--- src/rtl/adder_pkg.sv ---
// Shared definitions for the shared-adder arbiter: datapath width and FSM states.
package adder_pkg;

   localparam int WORD_W = 16;

   typedef enum logic [1:0] {
      ST_IDLE = 2'd0,
      ST_CALC = 2'd1,
      ST_HOLD = 2'd2
   } state_t;

endpackage

--- src/rtl/adder_arbiter_adder.sv ---
// 16-bit ripple-carry adder built as four chained 4-bit ripple nibbles.
module adder
   import adder_pkg::*;
(
   input  logic [WORD_W-1:0] x,
   input  logic [WORD_W-1:0] y,
   input  logic              cin,
   output logic [WORD_W-1:0] sum,
   output logic              cout
);

   localparam int NIB = WORD_W / 4;

   logic [WORD_W:0] carry;

   assign carry[0] = cin;

   // Each nibble ripples its carry into the next; bit b is a plain full adder.
   for (genvar gi = 0; gi < NIB; gi++) begin : g_nib
      for (genvar gj = 0; gj < 4; gj++) begin : g_bit
         localparam int B = 4 * gi + gj;
         assign sum[B]     = x[B] ^ y[B] ^ carry[B];
         assign carry[B+1] = (x[B] & y[B]) | (carry[B] & (x[B] ^ y[B]));
      end
   end

   assign cout = carry[WORD_W];

endmodule

--- src/rtl/adder_arbiter.sv ---
// Round-robin arbiter sharing one 16-bit adder between NREQ requesters,
// with a registered result held under valid/ready backpressure.
module adder_arbiter
   import adder_pkg::*;
#(
   parameter int NREQ = 4,
   parameter int IDW  = 2
) (
   input  logic                   clk,
   input  logic                   rst,
   input  logic [NREQ-1:0]        req,
   input  logic [NREQ*WORD_W-1:0] opx,
   input  logic [NREQ*WORD_W-1:0] opy,
   input  logic [NREQ-1:0]        cin,
   output logic [NREQ-1:0]        gnt,
   output logic                   res_valid,
   output logic [IDW-1:0]         res_id,
   output logic [WORD_W-1:0]      res_sum,
   output logic                   res_cout,
   input  logic                   res_ready,
   output logic                   busy,
   output logic [15:0]            ops_done
);

   state_t              state_reg,     state_next;
   logic [IDW-1:0]      ptr_reg,       ptr_next;
   logic [WORD_W-1:0]   opx_reg,       opx_next;
   logic [WORD_W-1:0]   opy_reg,       opy_next;
   logic                cin_reg,       cin_next;
   logic [NREQ-1:0]     gnt_reg,       gnt_next;
   logic                res_valid_reg, res_valid_next;
   logic [IDW-1:0]      res_id_reg,    res_id_next;
   logic [WORD_W-1:0]   res_sum_reg,   res_sum_next;
   logic                res_cout_reg,  res_cout_next;
   logic [15:0]         ops_done_reg,  ops_done_next;

   logic                sel_found;
   logic [IDW-1:0]      sel_idx;
   logic [IDW:0]        cand;
   logic [WORD_W-1:0]   add_sum;
   logic                add_cout;

   adder u_adder (
      .x    (opx_reg),
      .y    (opy_reg),
      .cin  (cin_reg),
      .sum  (add_sum),
      .cout (add_cout)
   );

   // Round-robin pick: scan from ptr upward (wrapping); scanning in reverse
   // lets the candidate closest to ptr overwrite the others.
   always_comb begin
      sel_found = 1'b0;
      sel_idx   = '0;
      cand      = '0;
      for (int k = NREQ - 1; k >= 0; k--) begin
         cand = {1'b0, ptr_reg} + (IDW+1)'(k);
         if (cand >= (IDW+1)'(NREQ)) begin
            cand = cand - (IDW+1)'(NREQ);
         end
         if (req[cand[IDW-1:0]]) begin
            sel_found = 1'b1;
            sel_idx   = cand[IDW-1:0];
         end
      end
   end

   // Next-state and datapath register updates for IDLE -> CALC -> HOLD.
   always_comb begin
      state_next     = state_reg;
      ptr_next       = ptr_reg;
      opx_next       = opx_reg;
      opy_next       = opy_reg;
      cin_next       = cin_reg;
      gnt_next       = '0;
      res_valid_next = res_valid_reg;
      res_id_next    = res_id_reg;
      res_sum_next   = res_sum_reg;
      res_cout_next  = res_cout_reg;
      ops_done_next  = ops_done_reg;
      case (state_reg)
         ST_IDLE: begin
            if (sel_found) begin
               opx_next          = opx[sel_idx*WORD_W +: WORD_W];
               opy_next          = opy[sel_idx*WORD_W +: WORD_W];
               cin_next          = cin[sel_idx];
               res_id_next       = sel_idx;
               gnt_next[sel_idx] = 1'b1;
               state_next        = ST_CALC;
            end
         end
         ST_CALC: begin
            res_sum_next   = add_sum;
            res_cout_next  = add_cout;
            res_valid_next = 1'b1;
            state_next     = ST_HOLD;
         end
         ST_HOLD: begin
            if (res_ready) begin
               res_valid_next = 1'b0;
               ops_done_next  = ops_done_reg + 16'd1;
               // Winner drops to lowest priority for the next round.
               if (res_id_reg == IDW'(NREQ - 1)) begin
                  ptr_next = '0;
               end else begin
                  ptr_next = res_id_reg + 1'b1;
               end
               state_next = ST_IDLE;
            end
         end
         default: begin
            state_next = ST_IDLE;
         end
      endcase
   end

   // State and result registers; reset abandons any operation in flight.
   always_ff @(posedge clk) begin
      if (rst) begin
         state_reg     <= ST_IDLE;
         ptr_reg       <= '0;
         opx_reg       <= '0;
         opy_reg       <= '0;
         cin_reg       <= 1'b0;
         gnt_reg       <= '0;
         res_valid_reg <= 1'b0;
         res_id_reg    <= '0;
         res_sum_reg   <= '0;
         res_cout_reg  <= 1'b0;
         ops_done_reg  <= '0;
      end else begin
         state_reg     <= state_next;
         ptr_reg       <= ptr_next;
         opx_reg       <= opx_next;
         opy_reg       <= opy_next;
         cin_reg       <= cin_next;
         gnt_reg       <= gnt_next;
         res_valid_reg <= res_valid_next;
         res_id_reg    <= res_id_next;
         res_sum_reg   <= res_sum_next;
         res_cout_reg  <= res_cout_next;
         ops_done_reg  <= ops_done_next;
      end
   end

   assign gnt       = gnt_reg;
   assign res_valid = res_valid_reg;
   assign res_id    = res_id_reg;
   assign res_sum   = res_sum_reg;
   assign res_cout  = res_cout_reg;
   assign busy      = (state_reg != ST_IDLE);
   assign ops_done  = ops_done_reg;

endmodule

--- config.mk ---
export PLATFORM = sky130hd
export DESIGN_NAME = adder_arbiter
export DESIGN_NICKNAME = d
export VERILOG_FILES = /design/src/rtl/adder_pkg.sv /design/src/rtl/adder_arbiter_adder.sv /design/src/rtl/adder_arbiter.sv
export SDC_FILE = /design/constraint.sdc
export NUM_CORES = 1
export LEC_CHECK = 0
export ABC_CLOCK_PERIOD_IN_PS = 7680
export BUFFER_PORTS_ARGS = -buffer_cell sky130_fd_sc_hd__buf_2
export CAP_MARGIN = 20
export CORE_MARGIN = 4
export CORE_UTILIZATION = 40
export CTS_CLUSTER_DIAMETER = 200
export DETAILED_ROUTE_END_ITERATION = 8
export MAX_ROUTING_LAYER = met4
export PLACE_DENSITY_LB_ADDON = 0.2
export SYNTH_ARGS = -nofsm -noshare
export SYNTH_HDL_FRONTEND = slang
export SYNTH_SLANG_ARGS = --single-unit
--- constraint.sdc ---
create_clock -name clk -period 7.68 [get_ports clk]
set_input_delay 0.384 -clock clk [delete_from_list [all_inputs] [get_ports clk]]
set_output_delay 0.384 -clock clk [all_outputs]
set_load 0.05 [all_outputs]
==> summary.txt <==
Drt
  • Final ANT Viol Nets: 0
  • DRC: 0
  • Initial DRC count: between 200 and 250
  • DRT Wirelength: 12,900 um
  • Via density per instance: around 5.4
  • Initial DRT Pass Iterations: 4
  • Vias: roughly 4,100
  • WL per Instance: around 17 um

Synthesis
  • Syn_area_per_cell: between 9 and 10 um2
  • Top_reg_cell synth: dfxtp_1
  • Yosys Warn Count: 0
  • EDFF count, synth: 0
  • Synth cell types: 46
  • Synthesized area: approximately 4400 um2
  • Net Count, Synth: 630
  • Register area share after synthesis: 35.2%
  • FFs w/ async S/R, synth: 0%
  • #FFs+latches synth: 77
  • Post-Syn Instances: 473

Flow run
  • Max-Cap Viols: 0

Setup path
  • Critical Path RT: around 7.9 ns
  • Worst Setup End Kind: register
  • Worst Reg-to-Reg Cells: 20
  • Startpoint types: register
  • Crit path DAT: ~7.2 ns
  • Setup CP Type: register to register
  • RR Endpoint: res_sum[15]
  • R2r setup slk: approximately 0.78 ns
  • R2r startpoint: opx_reg[0]
  • Crit Path Max Fanout: 2

Global route
  • Grt ovf: 0
  • Largest net degree at the start of global routing: 75
  • Initial antenna violation count: 0
  • Gr usage total: 20.8%
  • Number of global-route vias before repair: about 4,200
  • Global-route wire length before repair: about 21,000 um

Clock network
  • Clk slew on worst S/H paths: 0.09 ns
  • CTS tree: yes
  • CTS Root Cell: clkbuf_8
  • H-Tree Depth: 3
  • CTS Hold Bufs: 0
  • Clock Path Buffers: 2
  • # clock sinks: between 70 and 80
  • Post-CTS Setup Inserts: 0
  • CTS-repair resized insts: 0
  • Clock latency on the worst-skew pair: approximately 0.35 ns
  • CTS Buf Count: 9

STA
  • Post-layout min period: around 6.9 ns
  • Setup total negative slack: 0 ns
  • Tcrit/Tclk final: about nine tenths
  • Finish-stage setup viols: 0
  • RSZ-0062 raised after global routing: false
  • Hold Vio Cnt, Final: 0
  • Worst slew pin tran: around 1 ns
  • Relative slew slack: about a third
  • Layout Skew: roughly 0.011 ns
  • Slew Limit Fails: 0
  • Highest Clock Rate: 145 MHz

Floorplanning
  • Starting Density: a little over two fifths
  • Core area: 10,500 um2
  • Die Y-Extent: around 110 um
  • I/O pins: between 150 and 200
  • # rows: 37
  • Total Die Area: 12,700 um2
  • DIE WIDTH: 113 um

Final layout
  • Share of post-route cells with drive strength above 1: roughly two fifths
  • Final core occ: slightly above 50%
  • Most frequent cells in the layout: buf_2 (179), dfxtp_1 (77), nand3_1 (68)
  • Ant. Diodes: 0
  • Area delta synth->final: 24.8%
  • FILL cells: between 1,000 and 1,500
  • Total Nets Final: about 780
  • Leading cell type in the layout, fill and taps excluded: buf_2

Placed design
  • Detailed placement HPWL: roughly 9900 um
  • I/O Buffers: around 180
  • Final GP Congestion: 0.775

Worst hold path
  • Worst Hold End: opy_reg[12]
  • Hold Crit Start: opy[44]
  • Hold Crit Class: primary input to register
  • Hold depth: 3

Pwr
  • PwrDens: approximately 200 nW/um2
  • Peak VDD IR: slightly below 0.09 mV
  • Lkg Pwr: approximately 2.3 nW

Run status
  • Outcome: complete, no violations
## synthesized netlist by cell type, types with 4 or more instances
library cell  instances  share of area [%]
buf_4                 7                1.2
buf_6                 4                1.0
inv_1                 8               0.69
a311oi_2             22                7.5
buf_2                15                1.7
a311oi_1             11                2.2
and2_1                4               0.57
nand3_1              69                7.9
xor2_1               13                2.6
clkbuf_1             17                1.5
a221oi_2             26                8.9
nor2_1               59                5.1
a21oi_1              25                2.9
nand2_1              41                3.5
fa_1                 16                7.3
dfxtp_1              77                 35
nand4_1               6               0.86
a221oi_1              6                1.2
## cell type report
class                           count  area, um2  share of cell area, %
Sequential cell                    77       1540                   28.2
Clock buffer                       10        138                   2.52
Clock inverter                      6       62.6                   1.14
Tap cell                          136        170                   3.11
Timing Repair Buffer              186        973                   17.8
Multi-Input combinational cell    342       2550                   46.6
Inverter                            8       30.0                  0.550
## worst max path at each step
stage / from / end / slack (ns) / depth (start not counted)
after global routing: opx_reg[0] / res_sum[15] / 0.56 / 20
final: opx_reg[0] / res_sum[15] / 0.78 / 20
after floorplan: opx_reg[0] / res_sum[15] / 1.10 / 20
after CTS: opx_reg[0] / res_sum[15] / 0.77 / 20
after detailed placement: opx_reg[0] / res_sum[15] / 0.80 / 20
after global placement: opx_reg[0] / res_sum[15] / 0.89 / 20
## logic make-up after synthesis
| logic type | after synthesis | synth area share [%] |
|---|---|---|
| buffers and inverters | 54 | 6.71 |
| AND/OR/NAND/NOR | 204 | 21.9 |
| adder cells (fa/ha/maj) | 18 | 7.89 |
| multiplexers | 1 | 0.229 |
| flip-flops | 77 | 35.2 |
| XOR/XNOR | 15 | 3.00 |
| AO/OA/AOI/OAI | 104 | 25.0 |
## stage by stage
step	std cells	setup slack [ns]	hold slack (ns)	power, W	area, um2
after global placement	747	0.892	0.445	0.000817	5220
after global routing	765	0.564	0.297	0.00119	5460
final	765	0.778	0.311	0.00112	5460
after detailed placement	748	0.803	0.449	0.000822	5240
after floorplan	473	1.10	0.476	0.000717	4380
after CTS	764	0.766	0.296	0.00113	5440
## power by group
| group | total [W] | internal, W | switching, W |
|---|---|---|---|
| Combinational | 0.000340 | 0.000126 | 0.000214 |
| Clock | 0.000311 | 0.000158 | 0.000153 |
| Sequential | 0.000472 | 0.000440 | 0.0000318 |
| Total | 0.00112 | 0.000724 | 0.000398 |
## critical path: stages (launching register included)
cell	delay, ns
dfxtp_1	0.34
fa_1	0.42
inv_1	0.08
fa_1	0.16
inv_1	0.07
fa_1	0.38
fa_1	0.39
fa_1	0.40
fa_1	0.39
fa_1	0.39
fa_1	0.39
fa_1	0.40
fa_1	0.38
fa_1	0.39
fa_1	0.40
fa_1	0.39
fa_1	0.39
fa_1	0.36
inv_1	0.07
fa_1	0.40
a211oi_1	0.20
## routing by layer
metal,routed length (um),track usage [%],vias up
met1,5970,28.0,1921
met5,0,-,-
met4,199,6.01,0
li1,-,-,2038
met2,5970,31.8,148
met3,803,4.04,17
(Power assumes the default switching activity.)
